[src/rtl/spi_pkg.sv]
// Shared constants and state encoding for the SPI secondary block.
package spi_pkg;
    localparam int SPI_DWIDTH_DEF  = 8;
    localparam int SYNC_STAGES_DEF = 2;
    localparam logic [1:0] SPI_MODE0 = 2'b00;   // {CPOL, CPHA}

    typedef enum logic {
        ST_IDLE   = 1'b0,
        ST_ACTIVE = 1'b1
    } spi_state_e;
endpackage

[src/rtl/spi_pin_sync.sv]
// Synchronises cs/sclk/mosi into the clk domain and derives cs/sclk edges.
module spi_pin_sync
    import spi_pkg::*;
#(
    parameter int SYNC_STAGES = SYNC_STAGES_DEF
) (
    input  logic clk,
    input  logic rst,
    input  logic cs,
    input  logic sclk,
    input  logic mosi,
    output logic cs_s,
    output logic sclk_s,
    output logic mosi_s,
    output logic cs_fall,
    output logic cs_rise,
    output logic sclk_rise,
    output logic sclk_fall
);
    // Bit order per stage: {mosi, sclk, cs}; idle is cs high, sclk low.
    localparam logic [2:0] PIN_IDLE = 3'b001;

    logic [SYNC_STAGES-1:0][2:0] sync_q, sync_d;
    logic [1:0]                  prev_q, prev_d;

    always_comb begin
        sync_d[0] = {mosi, sclk, cs};
        for (int i = 1; i < SYNC_STAGES; i++) sync_d[i] = sync_q[i-1];
        prev_d = sync_q[SYNC_STAGES-1][1:0];
    end

    always_ff @(posedge clk or posedge rst) begin
        if (rst) begin
            sync_q <= {SYNC_STAGES{PIN_IDLE}};
            prev_q <= PIN_IDLE[1:0];
        end else begin
            sync_q <= sync_d;
            prev_q <= prev_d;
        end
    end

    assign cs_s      = sync_q[SYNC_STAGES-1][0];
    assign sclk_s    = sync_q[SYNC_STAGES-1][1];
    assign mosi_s    = sync_q[SYNC_STAGES-1][2];
    assign cs_fall   =  prev_q[0] & ~cs_s;
    assign cs_rise   = ~prev_q[0] &  cs_s;
    assign sclk_rise = ~prev_q[1] &  sclk_s;
    assign sclk_fall =  prev_q[1] & ~sclk_s;
endmodule

[src/rtl/spi_secondary.sv]
// SPI mode-0 secondary: oversampled pins, one-word TX buffer and RX holding register.
module spi_secondary
    import spi_pkg::*;
#(
    parameter int DWIDTH      = SPI_DWIDTH_DEF,
    parameter int SYNC_STAGES = SYNC_STAGES_DEF
) (
    input  logic              clk,
    input  logic              rst,
    input  logic              wr,
    input  logic              rd,
    input  logic [DWIDTH-1:0] din,
    output logic [DWIDTH-1:0] dout,
    output logic              done,
    output logic              rx_full,
    output logic              tx_empty,
    output logic              ovr,
    output logic              udr,
    output logic              busy,
    input  logic              cs,
    input  logic              sclk,
    input  logic              mosi,
    output logic              miso
);
    localparam int BW = (DWIDTH > 2) ? $clog2(DWIDTH) : 1;
    localparam logic [BW-1:0] LAST = BW'(DWIDTH - 1);

    logic cs_s, sclk_s, mosi_s, cs_fall, cs_rise, sclk_rise, sclk_fall;

    spi_pin_sync #(.SYNC_STAGES(SYNC_STAGES)) u_sync (
        .clk       (clk),
        .rst       (rst),
        .cs        (cs),
        .sclk      (sclk),
        .mosi      (mosi),
        .cs_s      (cs_s),
        .sclk_s    (sclk_s),
        .mosi_s    (mosi_s),
        .cs_fall   (cs_fall),
        .cs_rise   (cs_rise),
        .sclk_rise (sclk_rise),
        .sclk_fall (sclk_fall)
    );

    spi_state_e        state_q, state_d;
    logic [BW-1:0]     bit_cnt_q, bit_cnt_d;
    logic [DWIDTH-1:0] tx_sh_q, tx_sh_d, rx_sh_q, rx_sh_d;
    logic [DWIDTH-1:0] tx_buf_q, tx_buf_d, dout_q, dout_d;
    logic              tx_empty_q, tx_empty_d, rx_full_q, rx_full_d;
    logic              done_q, done_d, ovr_q, ovr_d, udr_q, udr_d, miso_q, miso_d;
    logic              reload;

    always_comb begin
        state_d    = state_q;
        bit_cnt_d  = bit_cnt_q;
        tx_sh_d    = tx_sh_q;
        rx_sh_d    = rx_sh_q;
        tx_buf_d   = tx_buf_q;
        dout_d     = dout_q;
        tx_empty_d = tx_empty_q;
        rx_full_d  = rx_full_q;
        miso_d     = miso_q;
        done_d     = 1'b0;
        ovr_d      = 1'b0;
        udr_d      = 1'b0;
        reload     = 1'b0;

        // A completion below overrides this clear, so rd never loses a fresh word.
        if (rd) rx_full_d = 1'b0;

        case (state_q)
            ST_IDLE: begin
                if (cs_fall) begin
                    state_d   = ST_ACTIVE;
                    bit_cnt_d = '0;
                    reload    = 1'b1;
                end
            end
            ST_ACTIVE: begin
                if (cs_rise) begin
                    state_d   = ST_IDLE;
                    bit_cnt_d = '0;
                    miso_d    = 1'b0;
                end else if (sclk_rise) begin
                    rx_sh_d = {rx_sh_q[DWIDTH-2:0], mosi_s};
                    if (bit_cnt_q == LAST) begin
                        dout_d    = rx_sh_d;
                        done_d    = 1'b1;
                        bit_cnt_d = '0;
                        rx_full_d = 1'b1;
                        ovr_d     = rx_full_q & ~rd;
                    end else begin
                        bit_cnt_d = bit_cnt_q + 1'b1;
                    end
                end else if (sclk_fall) begin
                    if (bit_cnt_q == '0) begin
                        reload = 1'b1;
                    end else begin
                        tx_sh_d = tx_sh_q << 1;
                        miso_d  = tx_sh_d[DWIDTH-1];
                    end
                end
            end
            default: state_d = ST_IDLE;
        endcase

        // Reload reads the old buffer; a same-cycle wr lands afterwards and stays buffered.
        if (reload) begin
            if (tx_empty_q) begin
                tx_sh_d = '0;
                udr_d   = 1'b1;
            end else begin
                tx_sh_d    = tx_buf_q;
                tx_empty_d = 1'b1;
            end
            miso_d = tx_sh_d[DWIDTH-1];
        end

        if (wr) begin
            tx_buf_d   = din;
            tx_empty_d = 1'b0;
        end
    end

    always_ff @(posedge clk or posedge rst) begin
        if (rst) begin
            state_q    <= ST_IDLE;
            bit_cnt_q  <= '0;
            tx_sh_q    <= '0;
            rx_sh_q    <= '0;
            tx_buf_q   <= '0;
            dout_q     <= '0;
            tx_empty_q <= 1'b1;
            rx_full_q  <= 1'b0;
            done_q     <= 1'b0;
            ovr_q      <= 1'b0;
            udr_q      <= 1'b0;
            miso_q     <= 1'b0;
        end else begin
            state_q    <= state_d;
            bit_cnt_q  <= bit_cnt_d;
            tx_sh_q    <= tx_sh_d;
            rx_sh_q    <= rx_sh_d;
            tx_buf_q   <= tx_buf_d;
            dout_q     <= dout_d;
            tx_empty_q <= tx_empty_d;
            rx_full_q  <= rx_full_d;
            done_q     <= done_d;
            ovr_q      <= ovr_d;
            udr_q      <= udr_d;
            miso_q     <= miso_d;
        end
    end

    assign dout     = dout_q;
    assign done     = done_q;
    assign rx_full  = rx_full_q;
    assign tx_empty = tx_empty_q;
    assign ovr      = ovr_q;
    assign udr      = udr_q;
    assign busy     = ~cs_s;
    assign miso     = miso_q;
endmodule

[config.mk]
export PLATFORM = sky130hd
export DESIGN_NAME = spi_secondary
export DESIGN_NICKNAME = d
export VERILOG_FILES = /design/src/rtl/spi_pkg.sv /design/src/rtl/spi_pin_sync.sv /design/src/rtl/spi_secondary.sv
export SDC_FILE = /design/constraint.sdc
export NUM_CORES = 1
export LEC_CHECK = 0
export CORE_AREA = 2 2 119 63
export CTS_BUF_LIST = sky130_fd_sc_hd__clkbuf_4 sky130_fd_sc_hd__clkbuf_8 sky130_fd_sc_hd__clkbuf_16
export DETAILED_ROUTE_END_ITERATION = 8
export DIE_AREA = 0 0 121 65
export GPL_ROUTABILITY_DRIVEN = 0
export PLACE_DENSITY = 0.59
export SETUP_SLACK_MARGIN = 0.1
export SYNTH_ARGS = -nofsm -noshare
export SYNTH_HDL_FRONTEND = slang
export SYNTH_SLANG_ARGS = --single-unit
[constraint.sdc]
create_clock -name clk -period 1.9 [get_ports clk]
set_clock_uncertainty 0.05 [all_clocks]
set_input_delay 0.38 -clock clk [delete_from_list [all_inputs] [get_ports clk]]
set_output_delay 0.38 -clock clk [all_outputs]
set_load 0.05 [all_outputs]
After elaboration in Yosys (flattened, before gate mapping)
Cells that the tools add are included.

storage, ports and cells
  bits in registers = 48
  latch bits = 0
  memory bits (writable) = 0
  bits in read-only memories = 0
  bits of input ports = 15
  logic and storage cells = 89
  memories = 0

cells by class
  add/sub/neg operators = 1
  $mul = 0
  divide/modulo/power cells = 0
  $lt $le $gt $ge = 0
  equality and inequality tests = 8
  shift-type cells = 0
  muxes and demuxes = 43
  bitwise operators = 12
  reductions and logical operators = 10

operators with widths
  kind                                                    count
  2-to-1 mux 7 bit                                        6
  2-to-1 mux 1 bit                                        29
  2-to-1 mux 3 bit                                        4
  2-to-1 mux 8 bit                                        1
  AND reduction 4 bit                                     2
  inverter 1 bit                                          7
  inequality test 3 bit (second input constant)           2
  one-hot mux 3 bit (2 select lines)                      1
  nonzero test 2 bit                                      3
  bitwise AND 1 bit                                       5
  AND reduction 5 bit                                     1
  inequality test 2 x 1 -> 1 bit (second input constant)  2
  inequality test 2 bit (second input constant)           2
  one-hot mux 1 bit (2 select lines)                      2
  adder 3 x 1 -> 3 bit (second input constant)            1
  == test 3 bit (second input constant)                   1
  zero test 3 bit                                         1
  inequality test 3 x 2 -> 1 bit (second input constant)  1
  AND reduction 3 bit                                     1
  nonzero test 3 bit                                      1
  AND reduction 2 bit                                     1

Depth between registers and ports, before layout
  depth in word-level cells = 8
  mapped depth = 6
  depth with buffers taken out = 6

Modules after synthesis
A second synthesis with hierarchy kept.

second synthesis, totals
  cell total of the unflattened synthesis = 177
  area, all modules = 2092.0 µm²

by module, submodules not included
  module         instances  cells an instance  area each (µm²)
  spi_secondary  1          164                1849.3
  spi_pin_sync   1          13                 242.7

Least setup slack after synthesis
OpenSTA, ideal clock, no wires.

  path type = reg2reg
  start = register u_sync.prev_q[0]
  end = register dout_q[0] (netlist: dout[0])
  library setup time = 125 ps
  arrival time = 1524 ps
  slack = 201 ps
  stages on the path, launching flop included = 6
  buffers on the path = 1
  cells stage by stage = dfstp_2 > nor2b_4 > nor4b_4 > nand2_2 > buf_6 > mux2_4

on the way
  longest elaborated chain between the ends = 4

RTL lines
  what                                  line                  RTL
  start, declared                       spi_pin_sync.sv:24    logic [1:0] prev_q, prev_d;
  start signal, assigned                spi_pin_sync.sv:35    prev_q <= PIN_IDLE[1:0];
  start signal, assigned                spi_pin_sync.sv:38    prev_q <= prev_d;
  inverter 1 bit                        spi_pin_sync.sv:46    assign cs_rise = ~prev_q[0] & cs_s;
  bitwise AND 1 bit                     spi_pin_sync.sv:46
  inverter 1 bit (no source line)       n/a
  AND reduction 4 bit (no source line)  n/a
  end signal, assigned                  spi_secondary.sv:145  dout_q <= dout_d;
  end, declared                         spi_secondary.sv:48   logic [DWIDTH-1:0] tx_buf_q, tx_buf_d, dout_q, dout_d;

Every way passes these cells.
A chain may end at the register's enable or synchronous reset.

Worst setup path after layout
  start = register u_sync.sync_q, in the netlist u_sync.cs_s
  end = register tx_sh_q[3]

on the way
  longest elaborated chain between the ends = 6
  elaborated cells on any way between the ends = 13
  classes of those cells = eq/ne: 3; mux: 4; bitwise: 3; reduce/logical: 3

RTL lines
  what                                                            line                  RTL
  start, declared                                                 spi_pin_sync.sv:23    logic [SYNC_STAGES-1:0][2:0] sync_q, sync_d;
  start signal, assigned                                          spi_pin_sync.sv:34    sync_q <= {SYNC_STAGES{PIN_IDLE}};
  start signal, assigned                                          spi_pin_sync.sv:37    sync_q <= sync_d;
  inverter 1 bit                                                  spi_pin_sync.sv:45    assign cs_fall = prev_q[0] & ~cs_s;
  bitwise AND 1 bit                                               spi_pin_sync.sv:45
  2-to-1 mux 1 bit                                                spi_secondary.sv:73   if (cs_fall) begin
  one-hot mux 1 bit (2 select lines)                              spi_secondary.sv:71   case (state_q)
  inequality test 2 bit (no source line) (tied with other cells)  n/a
  AND reduction 5 bit (no source line)                            n/a
  end signal, assigned                                            spi_secondary.sv:142  tx_sh_q <= tx_sh_d;
  end, declared                                                   spi_secondary.sv:47   logic [DWIDTH-1:0] tx_sh_q, tx_sh_d, rx_sh_q, rx_sh_d;

Several ways; a longest one is shown, not always the timed one.

==> results.cfg <==
[critical_path]
cpPeakStageDelay_ps = 570
startpoint_type = flip-flop
setup.worst_path.class = flip-flop to flip-flop
path_cells = nand2b_1 > and3_2 > or2_1 > o22a_1
endpoint_kind = flip-flop
cp_data_arrival_time_ps = 1820
crit_slowest_cell = dfstp_2
crit_fanout = 8
r2r_cells = 4
r2r_setup_slack_ps = 200
cp.required_ps = 2020

[power_and_ir_drop]
power.total_mw = 2.56
powerDensity_mw_per_mm2 = 999
power.leakage_nw = 1.22
irDropWorstVdd_uv = 390

[synth]
synth_top_area_share = 0.553
ys_warn_count = 0
synth_area_mm2 = 0.00199
synth_cell_types = 32
syn_nets = 177
syn_inst = 159
synth_seq_cells = 48
postSynthAreaPerCell_um2 = 12.5
synth.area.top_cells = dfrtp_1, mux2_2, dfstp_2, mux2_4, nand2_1
synth_area_leader_cell = dfrtp_1
ys_seq_area_frac = 0.606

[cells_and_area]
drive_gt1_frac = 0.284
final_cell_area_mm2 = 0.00256
fin_util = 0.368
area_growth_pct = 28.8
nets = 211
fin_cells = 290
insertedDiodeCount = 0
fillers = 687

[sta]
whs_ps = 300
min_period_over_period = 0.892
fin_crit_ps = 1700
rsz0062_at_grt = false
fin_setup_tns_ps = 0
relSlewSlack = 0.678
fmax_ghz = 0.590
final_hold_viol_count = 0
setup_ws_ps = 205
tightest_slew_ps = 485
report.final.slew_viol_count = 0
finalSetupViolCount = 0

[cts]
clock_sinks = 48
clk_latency_ps = 280
clkTransAtPathRegs_ps = 60
h-tree-depth = 2
cts_buffers = 5
clock-root-buffer = clkbuf_16
cts_buffer_depth = 2
cts_setup_buffers = 0
cts_tree = done
postCtsHoldBufs = 0

[route]
drt_wl_total_mm = 3.53
viasPerCell = 4.19
drcViolationCount = 0
wire_per_inst_um = 12.2
route.vias.total = 1216
first_iter_violations = 34
postRouteAntennaNets = 0
first_pass_iters = 4

[floorplanning]
io_pins = 30
die_area_mm2 = 0.00787
fp.coreArea_mm2 = 0.00696
die_w_um = 121
start_util = 0.286
die_y_um = 65
num_rows = 22

[min_path]
hold_path_class = flip-flop to flip-flop
whs_path_depth = 0

[placement]
placed_cell_area_mm2 = 0.00240
io_buffers = 29
post-dp-hpwl_mm = 2.47
dp_cells = 282
pre_cts_ws_ps = 192

[grt]
grt_overflow = 0
grt_max_degree = 49
grt_pass1_vias = 1163
grt_pass1_wl_mm = 6.13
antenna_found_initial = 0
grtUsageTotal = 0.102

[outcome]
status = complete, no violations

[job]
max-cap-violations = 0
-- final cells by class --
type / count / area (um2) / share of cell area
repair buffers: 34 / 318 / 0.124
well taps: 96 / 120 / 0.0468
inverters: 7 / 26.3 / 0.0102
clock inverters: 2 / 35.0 / 0.0137
flip-flops and latches: 48 / 1210 / 0.470
multi-input cells: 97 / 727 / 0.283
clock buffers: 6 / 133 / 0.0517
-- timing repair --
item / in CTS / in global routing
setup endpoints to repair: 2 / 4
endpoints found under the hold margin: 0 / 0
resized for setup: 2 / 2
-- where the power goes --
part           leakage [nW]  internal (mW)  switching [mW]
Sequential            0.602           1.15          0.0919
Combinational         0.536          0.168           0.166
Clock                0.0843          0.633           0.356
Total                  1.22           1.95           0.614
-- layout by cell type, fill, tap and decap left out, drive strengths merged, types with 4 or more instances in the layout --
cell           count
nor3b              7
dfstp              4
inv                7
o22a               6
buf               18
mux2              17
nand2             29
nor2               6
clkbuf             6
a21oi              8
dfrtp             44
clkdlybuf4s50     14
-- layer usage --
| layer | vias to the layer above | share of wire | GRT usage |
|---|---|---|---|
| li1 | 607 | - | - |
| met1 | 571 | 0.57 | 0.164 |
| met2 | 32 | 0.36 | 0.120 |
| met3 | 6 | 0.056 | 0.0343 |
| met4 | 0 | 0.015 | 0.0349 |
| met5 | - | 0 | 0 |
-- synthesized netlist by cell type --
cell type	n
nor3b_2	1
dfstp_2	4
nor3b_1	6
nor2b_1	1
nand2_1	28
inv_1	7
o22a_1	6
a22o_1	3
nand2b_1	3
maj3_1	1
o21bai_1	1
nor2_1	6
a22oi_1	1
nand2_2	1
a21oi_1	8
nor4b_4	1
and3_1	2
mux2_2	10
buf_6	1
buf_2	2
a41oi_2	1
nor2b_4	1
mux2_4	7
dfrtp_1	44
and2b_1	1
or3b_1	1
ha_1	3
or2_1	1
o21ai_0	2
clkbuf_1	3
buf_1	1
nand4b_1	1
-- path summary, 6_finish.rpt --
check                                        endpoint                  startpoint
min in group asynchronous  u_sync.sync_d[5]$_DFF_PP0_                         rst
setup reg to reg               tx_sh_q[3]$_DFFE_PP0P_       u_sync.cs_s$_DFF_PP1_
hold / removal                u_sync.mosi_s$_DFF_PP0_  u_sync.sync_d[5]$_DFF_PP0_
max in group asynchronous        tx_empty$_DFFE_PP1P_                         rst
hold reg to reg               u_sync.mosi_s$_DFF_PP0_  u_sync.sync_d[5]$_DFF_PP0_
setup / recovery               tx_sh_q[3]$_DFFE_PP0P_       u_sync.cs_s$_DFF_PP1_
-- logic make-up after synthesis --
| group | after synthesis | share of synthesized area |
|---|---|---|
| buffers and inverters | 14 | 0.0314 |
| flip-flops | 48 | 0.606 |
| multiplexers | 17 | 0.109 |
| adder cells (fa/ha/maj) | 4 | 0.0239 |
| AND/OR/NAND/NOR | 54 | 0.149 |
| AO/OA/AOI/OAI | 22 | 0.0804 |
-- critical path: cells and delay by family (launching register included) --
family	cells	cell delay, ps
and+or+nand+nor	3	730
DFF	1	570
AOI/OAI and AO/OA	1	230
-- flip-flops by register name (all words and copies together), names as in the netlist --
register	flops
u_sync.mosi_s	1
tx_empty	1
u_sync.cs_s	1
dout	8
u_sync.sync_d	3
u_sync.prev_q	2
ovr	1
state_q	1
miso	1
rx_sh_q	7
tx_buf_q	8
udr	1
bit_cnt_q	3
rx_full	1
done	1
u_sync.sclk_s	1
tx_sh_q	7
(Power assumes the default switching activity.)
